<file path="config.mk">
export PLATFORM = sky130hd
export DESIGN_NAME = uart_rx_flat
export DESIGN_NICKNAME = d
export VERILOG_FILES = /design/src/rtl/uart_pkg.sv /design/src/rtl/uart_rx_if.sv /design/src/rtl/uart_rx_sync.sv /design/src/rtl/uart_rx.sv /design/src/flat_wrapper.sv
export SDC_FILE = /design/constraint.sdc
export NUM_CORES = 1
export LEC_CHECK = 0
export ABC_AREA = 0
export ABC_CLOCK_PERIOD_IN_PS = 4050
export CAP_MARGIN = 10
export CORE_MARGIN = 1
export CORE_UTILIZATION = 25
export DETAILED_ROUTE_END_ITERATION = 12
export HOLD_SLACK_MARGIN = 0.03
export PLACE_DENSITY = 0.5
export SYNTH_ARGS = -nofsm -noshare
export SYNTH_HDL_FRONTEND = slang
export SYNTH_SLANG_ARGS = --single-unit
</file>
<file path="constraint.sdc">
create_clock -name clk -period 4.05 [get_ports clk]
set_input_delay 0.81 -clock clk [delete_from_list [all_inputs] [get_ports clk]]
set_output_delay 0.81 -clock clk [all_outputs]
set_load 0.02 [all_outputs]
</file>
<file path="src/rtl/uart_pkg.sv">
// rtl/uart_pkg.sv - shared UART frame constants and receiver state encoding
package uart_pkg;

    localparam int UART_CLKS_PER_BIT = 16;
    localparam int UART_DATA_BITS    = 8;

    typedef enum logic [1:0] {
        IDLE,
        START,
        DATA,
        STOP
    } uart_state_e;

endpackage

</file>
<file path="src/rtl/uart_rx_if.sv">
// rtl/uart_rx_if.sv - received-word handshake and status bundle
interface uart_rx_if import uart_pkg::*; #(
    parameter int DATA_BITS = UART_DATA_BITS
);

    logic [DATA_BITS-1:0] rx_data;
    logic                 rx_valid;
    logic                 rx_ack;
    logic                 frame_err;
    logic                 overrun;
    logic                 busy;

    modport master (
        output rx_data,
        output rx_valid,
        output frame_err,
        output overrun,
        output busy,
        input  rx_ack
    );

    modport slave (
        input  rx_data,
        input  rx_valid,
        input  frame_err,
        input  overrun,
        input  busy,
        output rx_ack
    );

endinterface

</file>
<file path="src/rtl/uart_rx_sync.sv">
// rtl/uart_rx_sync.sv - two-flop rx synchroniser with registered falling-edge detect
module uart_rx_sync (
    input  logic clk,
    input  logic rst,
    input  logic rx,
    output logic rx_s,
    output logic fall
);

    logic       sync1;
    logic       prev;
    logic [2:0] warm;

    // warm[2] marks prev as holding a real pin sample rather than a reset value,
    // so a line already low at reset release is never taken as a start edge.
    always_ff @(posedge clk or negedge rst) begin
        if (!rst) begin
            sync1 <= 1'b1;
            rx_s  <= 1'b1;
            prev  <= 1'b1;
            warm  <= 3'b000;
            fall  <= 1'b0;
        end else begin
            sync1 <= rx;
            rx_s  <= sync1;
            prev  <= rx_s;
            warm  <= {warm[1:0], 1'b1};
            fall  <= warm[2] & prev & ~rx_s;
        end
    end

endmodule

</file>
<file path="src/rtl/uart_rx.sv">
// rtl/uart_rx.sv - UART receiver: start detect, mid-bit sampling, valid/ack output
module uart_rx import uart_pkg::*; #(
    parameter int CLKS_PER_BIT = UART_CLKS_PER_BIT,
    parameter int DATA_BITS    = UART_DATA_BITS
) (
    input  logic      clk,
    input  logic      rst,
    input  logic      rx,
    uart_rx_if.master bus
);

    localparam int CNT_W = $clog2(CLKS_PER_BIT);
    localparam int IDX_W = $clog2(DATA_BITS);
    localparam logic [CNT_W-1:0] CNT_HALF = CNT_W'(CLKS_PER_BIT / 2 - 1);
    localparam logic [CNT_W-1:0] CNT_LAST = CNT_W'(CLKS_PER_BIT - 1);
    localparam logic [IDX_W-1:0] IDX_LAST = IDX_W'(DATA_BITS - 1);

    logic                 rx_s;
    logic                 fall;
    uart_state_e          state_q;
    uart_state_e          state_d;
    logic [CNT_W-1:0]     cnt;
    logic [IDX_W-1:0]     idx;
    logic [DATA_BITS-1:0] shreg;
    logic                 shift_en;
    logic                 load;
    logic                 ferr;

    uart_rx_sync u_sync (
        .clk  (clk),
        .rst  (rst),
        .rx   (rx),
        .rx_s (rx_s),
        .fall (fall)
    );

    always_ff @(posedge clk or negedge rst) begin
        if (!rst) begin
            state_q <= IDLE;
        end else begin
            state_q <= state_d;
        end
    end

    // START samples at half a bit, so every later sample lands mid-bit and STOP
    // leaves half a bit early, ready for a back-to-back start edge.
    always_comb begin
        state_d  = state_q;
        shift_en = 1'b0;
        load     = 1'b0;
        ferr     = 1'b0;
        case (state_q)
            IDLE: begin
                if (fall) state_d = START;
            end
            START: begin
                if (cnt == CNT_HALF) state_d = rx_s ? IDLE : DATA;
            end
            DATA: begin
                if (cnt == CNT_LAST) begin
                    shift_en = 1'b1;
                    if (idx == IDX_LAST) state_d = STOP;
                end
            end
            STOP: begin
                if (cnt == CNT_LAST) begin
                    state_d = IDLE;
                    load    = rx_s;
                    ferr    = ~rx_s;
                end
            end
            default: state_d = IDLE;
        endcase
    end

    always_ff @(posedge clk or negedge rst) begin
        if (!rst) begin
            cnt   <= '0;
            idx   <= '0;
            shreg <= '0;
        end else begin
            cnt <= (state_d != state_q) ? '0 : cnt + 1'b1;
            if (state_q == START) begin
                idx <= '0;
            end else if (shift_en) begin
                idx   <= idx + 1'b1;
                shreg <= {rx_s, shreg[DATA_BITS-1:1]};
            end
        end
    end

    always_ff @(posedge clk or negedge rst) begin
        if (!rst) begin
            bus.rx_data   <= '0;
            bus.rx_valid  <= 1'b0;
            bus.frame_err <= 1'b0;
            bus.overrun   <= 1'b0;
        end else begin
            bus.frame_err <= ferr;
            if (load) begin
                bus.rx_data  <= shreg;
                bus.rx_valid <= 1'b1;
                if (bus.rx_valid && !bus.rx_ack) bus.overrun <= 1'b1;
            end else if (bus.rx_ack && bus.rx_valid) begin
                bus.rx_valid <= 1'b0;
            end
        end
    end

    assign bus.busy = (state_q != IDLE);

endmodule

</file>
<file path="src/flat_wrapper.sv">
// flat-port wrapper written by rule: the top's interface ports become plain ports
module uart_rx_flat import uart_pkg::*;
#(
    parameter int CLKS_PER_BIT = UART_CLKS_PER_BIT,
    parameter int DATA_BITS    = UART_DATA_BITS
)
  (clk, rst, rx, bus_rx_data, bus_rx_valid, bus_frame_err, bus_overrun, bus_busy, bus_rx_ack);
  uart_rx_if #(.DATA_BITS(DATA_BITS)) bus_i ();
  input  logic clk;
  input  logic rst;
  input  logic rx;
  output wire logic [$bits(bus_i.rx_data)-1:0] bus_rx_data;
  output wire logic [$bits(bus_i.rx_valid)-1:0] bus_rx_valid;
  output wire logic [$bits(bus_i.frame_err)-1:0] bus_frame_err;
  output wire logic [$bits(bus_i.overrun)-1:0] bus_overrun;
  output wire logic [$bits(bus_i.busy)-1:0] bus_busy;
  input wire logic [$bits(bus_i.rx_ack)-1:0] bus_rx_ack;
  assign bus_rx_data = bus_i.rx_data;
  assign bus_rx_valid = bus_i.rx_valid;
  assign bus_frame_err = bus_i.frame_err;
  assign bus_overrun = bus_i.overrun;
  assign bus_busy = bus_i.busy;
  assign bus_i.rx_ack = bus_rx_ack;
  uart_rx #(.CLKS_PER_BIT(CLKS_PER_BIT), .DATA_BITS(DATA_BITS)) u_core (.clk(clk), .rst(rst), .rx(rx), .bus(bus_i));
endmodule
</file>
==> results of run 1 <==
## flip-flops by register name (all words and copies together) (netlist names)
signal,flops
u_core.bus.overrun,1
u_core.u_sync.fall,1
u_core.u_sync.rx_s,1
u_core.bus.frame_err,1
u_core.u_sync.prev,1
u_core.u_sync.warm,3
u_core.bus.rx_data,8
u_core.state_q,2
u_core.shreg,8
u_core.u_sync.sync1,1
u_core.cnt,4
u_core.bus.rx_valid,1
u_core.idx,3
## final timing paths
check                                              to                  start
worst max-delay path                         bus_busy      u_core.state_q[0]
worst min-delay path            u_core.u_sync.warm[2]  u_core.u_sync.warm[1]
worst max register to register        u_core.shreg[0]          u_core.cnt[0]
worst min register to register  u_core.u_sync.warm[2]  u_core.u_sync.warm[1]
max in group asynchronous          u_core.u_sync.prev                    rst
min in group asynchronous               u_core.cnt[2]                    rst
## placed cells by master (no fill, tap or decap), types with 2 or more instances in the layout
cell,Yosys,routed
dfstp_2,3,3
ha_1,3,3
o21ai_0,2,2
clkdlybuf4s50_1,0,15
nand3_1,2,2
nand3b_1,2,2
nor2_1,6,6
xnor2_1,2,2
inv_1,3,3
mux2_4,7,7
clkbuf_1,0,2
nand2b_1,2,2
mux2_2,9,9
nor3_1,2,2
clkbuf_8,0,5
dfrtp_1,32,32
nand2_1,7,7
## layout make-up
cell class	instances	share of cell area
flip-flops and latches	35	0.517
multi-input cells	57	0.285
repair buffers	16	0.0926
well taps	70	0.0515
clock buffers	7	0.0449
inverters	3	0.00662
clock inverters	1	0.00294
## cells in the mapped netlist (2+ instances only)
library cell   n  area [sq um]
dfrtp_1       32           801
dfstp_2        3          78.8
ha_1           3          37.5
inv_1          3          11.3
mux2_2         9           101
mux2_4         7           105
nand2_1        7          26.3
nand2b_1       2          12.5
nand3_1        2          10.0
nand3b_1       2          15.0
nor2_1         6          22.5
nor3_1         2          10.0
o21ai_0        2          10.0
xnor2_1        2          17.5
## logic make-up after synthesis
logic type                 synth area share
DFF                                   0.623
xor gates and xnor gates             0.0186
other                               0.00266
adders and majority gates            0.0266
AOI/OAI and AO/OA                    0.0293
and+or+nand+nor                       0.113
muxes                                 0.153
buffers and inverters                0.0337
## worst max-delay path, delay by kind of cell (launching register included)
| kind | cells | cell delay [ns] |
|---|---|---|
| buf+inv | 1 | 0.54 |
| flops | 1 | 0.51 |
| simple gates | 1 | 0.36 |
## power groups by stage
stage                     Clock [W]  Sequential (W)  Combinational [W]
after floorplan                   0        0.000431           0.000139
after global routing       0.000269        0.000455           0.000185
after global placement            0        0.000449           0.000158
after detailed placement          0        0.000453           0.000166
final                      0.000240        0.000447           0.000162
after CTS                  0.000250        0.000447           0.000166
## metrics by stage
stage / hold slack (ns) / std cells / utilization / power, W
5_1_grt: 0.362 / 189 / 0.323 / 0.000909
3_3_place_gp: 0.332 / 181 / 0.307 / 0.000606
2_1_floorplan: 0.331 / 98 / - / 0.000571
6_report: 0.349 / 189 / 0.323 / 0.000848
3_5_place_dp: 0.336 / 181 / 0.307 / 0.000619
4_1_cts: 0.352 / 189 / 0.323 / 0.000863
## layer usage
layer | GRT usage | vias to the layer above | share of wire
met4 | 0.0679 | 0 | 0.032
met1 | 0.112 | 370 | 0.48
li1 | - | 371 | -
met2 | 0.138 | 20 | 0.44
met3 | 0.0226 | 7 | 0.038
met5 | 0 | - | 0
==> flow_summary.json, run 1 <==
{
  "cp_data_arrival_time_ns": 1.69,
  "slowest_delay_ns": 0.54,
  "power_switching_share": 0.294,
  "ant_nets": 0,
  "fin_ws_ns": 1.55,
  "grt_pass1_wl_mm": 4.07,
  "drt-total-wl_mm": 2.23,
  "cts_root_buf": "clkbuf_8",
  "grtUsageTotal": 0.0916,
  "min_period_ns": 2.50,
  "crit_type": "flip-flop to primary output",
  "synth_nets": 105,
  "drt-wirelength-per-cell_microns": 11.8,
  "final_layout_size_suffix_gt1_frac": 0.244,
  "syn2layout_area_growth_pct": 20.6,
  "final-seq-area_sq_um": 880,
  "reg2reg_depth": 4,
  "die_area_sq_um": 5950,
  "dr.pass1.iters": 3,
  "critPathLaunchType": "flip-flop",
  "intPower_w": 0.000599,
  "vias_per_cell": 4.06,
  "overflow": 0,
  "post-place-ws_ns": 1.85,
  "slowest_stage": "clkdlybuf4s50_1",
  "cts.clk_slew.worst_paths_ns": 0.07,
  "antenna_found_initial": 0,
  "status": "finished, final reports clean",
  "start_util": 0.268,
  "async_reset_ff_frac": 1.00,
  "final_area_sq_um": 1700,
  "hold_violations": 0,
  "ys_warn_count": 0,
  "crit_required_ns": 3.24,
  "cts_max_level": 2,
  "clock_sinks": 35,
  "clock_skew_ns": 0.00343,
  "synth.cell_area_sq_um": 1410,
  "r2r_setup_slack_ns": 2.14,
  "hp-class": "flip-flop to flip-flop",
  "leakage_nw": 0.768,
  "routabilityCongestion": 0.822,
  "synth_top_flop_cell": "dfrtp_1",
  "die_x_microns": 77.1,
  "synth_edf_count": 0,
  "coreArea_sq_um": 5270,
  "nets": 125,
  "maxCapViolations": 0,
  "grt_pass1_vias": 877,
  "fp-row-count": 26,
  "seqPwrFrac": 0.527,
  "cts-resized-gates": 0,
  "worstSetupEndpointType": "primary output",
  "place_area_sq_um": 1620,
  "synthesis.instances": 98,
  "grt_max_degree": 36,
  "tritoncts": "built",
  "nFillCells": 537,
  "cp_cell_sequence": "or2_2 > clkdlybuf4s50_1",
  "hold_depth": 0,
  "drcViolationCount": 0,
  "postCtsHoldBufs": 0,
  "clockPowerShare": 0.282,
  "io_pins": 16,
  "diodes": 0,
  "power.share.combinational": 0.191,
  "vdd_drop_max_uv": 186,
  "cts_max_path_buffers": 2,
  "setup_viol": 0,
  "numCtsBuffers": 5,
  "period_share": 0.618,
  "ys_ff_latch": 35,
  "fin_setup_tns_ns": 0,
  "p_sw_w": 0.000250,
  "dp_hpwl_mm": 1.52,
  "post_cts_buffers": 0,
  "clock_latency_ns": 0.28,
  "yosys.cell_types.count": 30,
  "postSynthAreaPerCell_sq_um": 14.4,
  "drv_slew": 0,
  "rsz0062_at_grt": "no",
  "die_h_microns": 77.1,
  "synth_seq_area_share": 0.623,
  "first_iter_violations": 34,
  "vias": 768,
  "numPortBuffers": 15,
  "timing.fmax_mhz": 400,
  "pwr_density_cell_nw_per_um2": 499,
  "multi_input_area_sq_um": 484,
  "worstPathMaxFanout": 10
}
No activity file was read; power rests on OpenSTA's default activity.
==> inputs of run 2 (changes only) <==
--- a/config.mk
+++ b/config.mk
@@ -6,13 +6,13 @@
 export NUM_CORES = 1
 export LEC_CHECK = 0
 export ABC_AREA = 0
-export ABC_CLOCK_PERIOD_IN_PS = 4050
+export ABC_CLOCK_PERIOD_IN_PS = 2100
 export CAP_MARGIN = 10
 export CORE_MARGIN = 1
 export CORE_UTILIZATION = 25
 export DETAILED_ROUTE_END_ITERATION = 12
 export HOLD_SLACK_MARGIN = 0.03
-export PLACE_DENSITY = 0.5
+export PLACE_DENSITY = 0.51
 export SYNTH_ARGS = -nofsm -noshare
 export SYNTH_HDL_FRONTEND = slang
 export SYNTH_SLANG_ARGS = --single-unit
==> constraint.sdc (replaced) <==
create_clock -name clk -period 2.1 [get_ports clk]
set_input_delay 0.42 -clock clk [delete_from_list [all_inputs] [get_ports clk]]
set_output_delay 0.42 -clock clk [all_outputs]
set_load 0.02 [all_outputs]
==> flow_summary.json, run 2 (synthesis gave the netlist of run 1 again) <==
{
  "hold_violations": 0,
  "status": "finished, final reports clean",
  "pwr_density_cell_nw_per_um2": 989,
  "worstSetupEndpointType": "primary output",
  "maxCapViolations": 0,
  "slowest_stage": "clkdlybuf4s50_1",
  "grt_pass1_vias": 807,
  "fin_ws_ns": 0.0892,
  "ant_nets": 0,
  "layout_common_cells": "dfrtp_1, clkdlybuf4s50_1, mux2_2",
  "leakage_nw": 0.782,
  "setup_viol": 0,
  "largestRegisters": "u_core.bus.rx_data (8), u_core.shreg (8), u_core.cnt (4)",
  "min_period_ns": 2.01,
  "period_share": 0.958,
  "dp.cells": 182,
  "post-place-ws_ns": 0.183,
  "cp_cell_sequence": "or2_2 > clkdlybuf4s50_1",
  "dp_hpwl_mm": 1.48,
  "cpLargestDelayFamily": "buffers and inverters",
  "io_pins": 16,
  "final-seq-area_sq_um": 880,
  "routabilityCongestion": 0.712,
  "timing.fmax_mhz": 497,
  "hp-class": "flip-flop to flip-flop",
  "die_h_microns": 77.1,
  "vdd_drop_max_uv": 305,
  "cts_max_path_buffers": 2,
  "postCtsHoldBufs": 0,
  "die_area_sq_um": 5950,
  "diodes": 0,
  "grt_max_degree": 36,
  "clock_skew_ns": 0.00566,
  "cts-resized-gates": 0,
  "busiest_layer": "met2",
  "nets": 126,
  "use_met3": 0.0286,
  "grtUsageMet1": 0.101,
  "numCtsBuffers": 5,
  "drv_slew": 0,
  "fin_setup_tns_ns": 0,
  "first_iter_violations": 69,
  "nFillCells": 546,
  "post_cts_buffers": 0,
  "worstPathMaxFanout": 7,
  "stdcell_count": 190,
  "overflow": 0,
  "cp_data_arrival_time_ns": 1.59,
  "start_util": 0.268,
  "layout_commonest_cell": "dfrtp_1",
  "cts_root_buf": "clkbuf_8",
  "dr.pass1.iters": 3,
  "crit_type": "flip-flop to primary output",
  "drt-total-wl_mm": 2.20,
  "clock_latency_ns": 0.28,
  "drt-wirelength-per-cell_microns": 11.6,
  "crit_buf_inv": 1,
  "cts_max_level": 2,
  "numPortBuffers": 15,
  "fp-row-count": 26,
  "tritoncts": "built",
  "grtUsageTotal": 0.0863,
  "vias_per_cell": 4.12,
  "cts.clk_slew.worst_paths_ns": 0.07,
  "fin_util": 0.328,
  "vias": 782,
  "critPathLaunchType": "flip-flop",
  "grt_pass1_wl_mm": 3.84,
  "multi_input_area_sq_um": 484,
  "rsz0062_at_grt": "no",
  "antenna_found_initial": 0,
  "grtUsageMet2": 0.129,
  "clock_sinks": 35,
  "p_total_w": 0.00171,
  "drcViolationCount": 0,
  "crit_required_ns": 1.68,
  "slowest_delay_ns": 0.54,
  "final_layout_size_suffix_gt1_frac": 0.258,
  "syn2layout_area_growth_pct": 22.4,
  "die_x_microns": 77.1,
  "coreArea_sq_um": 5270
}
-- run 2: cell types whose count changed in the layout (fill, tap and decap cells not counted), sizes merged --
cell | before | now
clkinv | 1 | 0
buf | 1 | 2
clkbuf | 7 | 8
-- run 2: metrics by stage --
step / instance area [sq um] / hold WS, ns
finish: 1730 / 0.352
global route: 1730 / 0.359
CTS: 1730 / 0.355
detailed placement: 1630 / 0.339
global placement: 1630 / 0.338
floorplan: 1410 / 0.124
-- run 2: where the power goes --
group / total [W] / internal, W / switching (W)
Clock: 0.000523 / 0.000299 / 0.000224
Combinational: 0.000349 / 0.000174 / 0.000175
Sequential: 0.000837 / 0.000761 / 0.0000768
Total: 0.00171 / 0.00123 / 0.000476
-- run 2: routing by layer --
metal	wire length, microns	vias up
met5	0	-
met4	80	0
met3	80	7
met2	975	16
met1	1070	383
li1	-	376
-- run 2: worst paths after layout --
path | startpoint | to | slack [ns] | cells after the start
max reg2reg | u_core.cnt[0] | u_core.shreg[0] | 0.17 | 4
max in group asynchronous | rst | u_core.u_sync.sync1 | 1.21 | 2
max | u_core.state_q[1] | bus_busy | 0.09 | 2
min reg2reg | u_core.u_sync.warm[1] | u_core.u_sync.warm[2] | 0.35 | 0
min | u_core.u_sync.warm[1] | u_core.u_sync.warm[2] | 0.35 | 0
min in group asynchronous | rst | u_core.cnt[2] | 0.55 | 2
-- run 2: final cells by class --
cell class,instances,share of cell area
inverter,3,0.00652
tap,70,0.0507
multi-input combinational,57,0.280
clock buffer,8,0.0579
sequential,35,0.509
timing repair buffer,17,0.0956
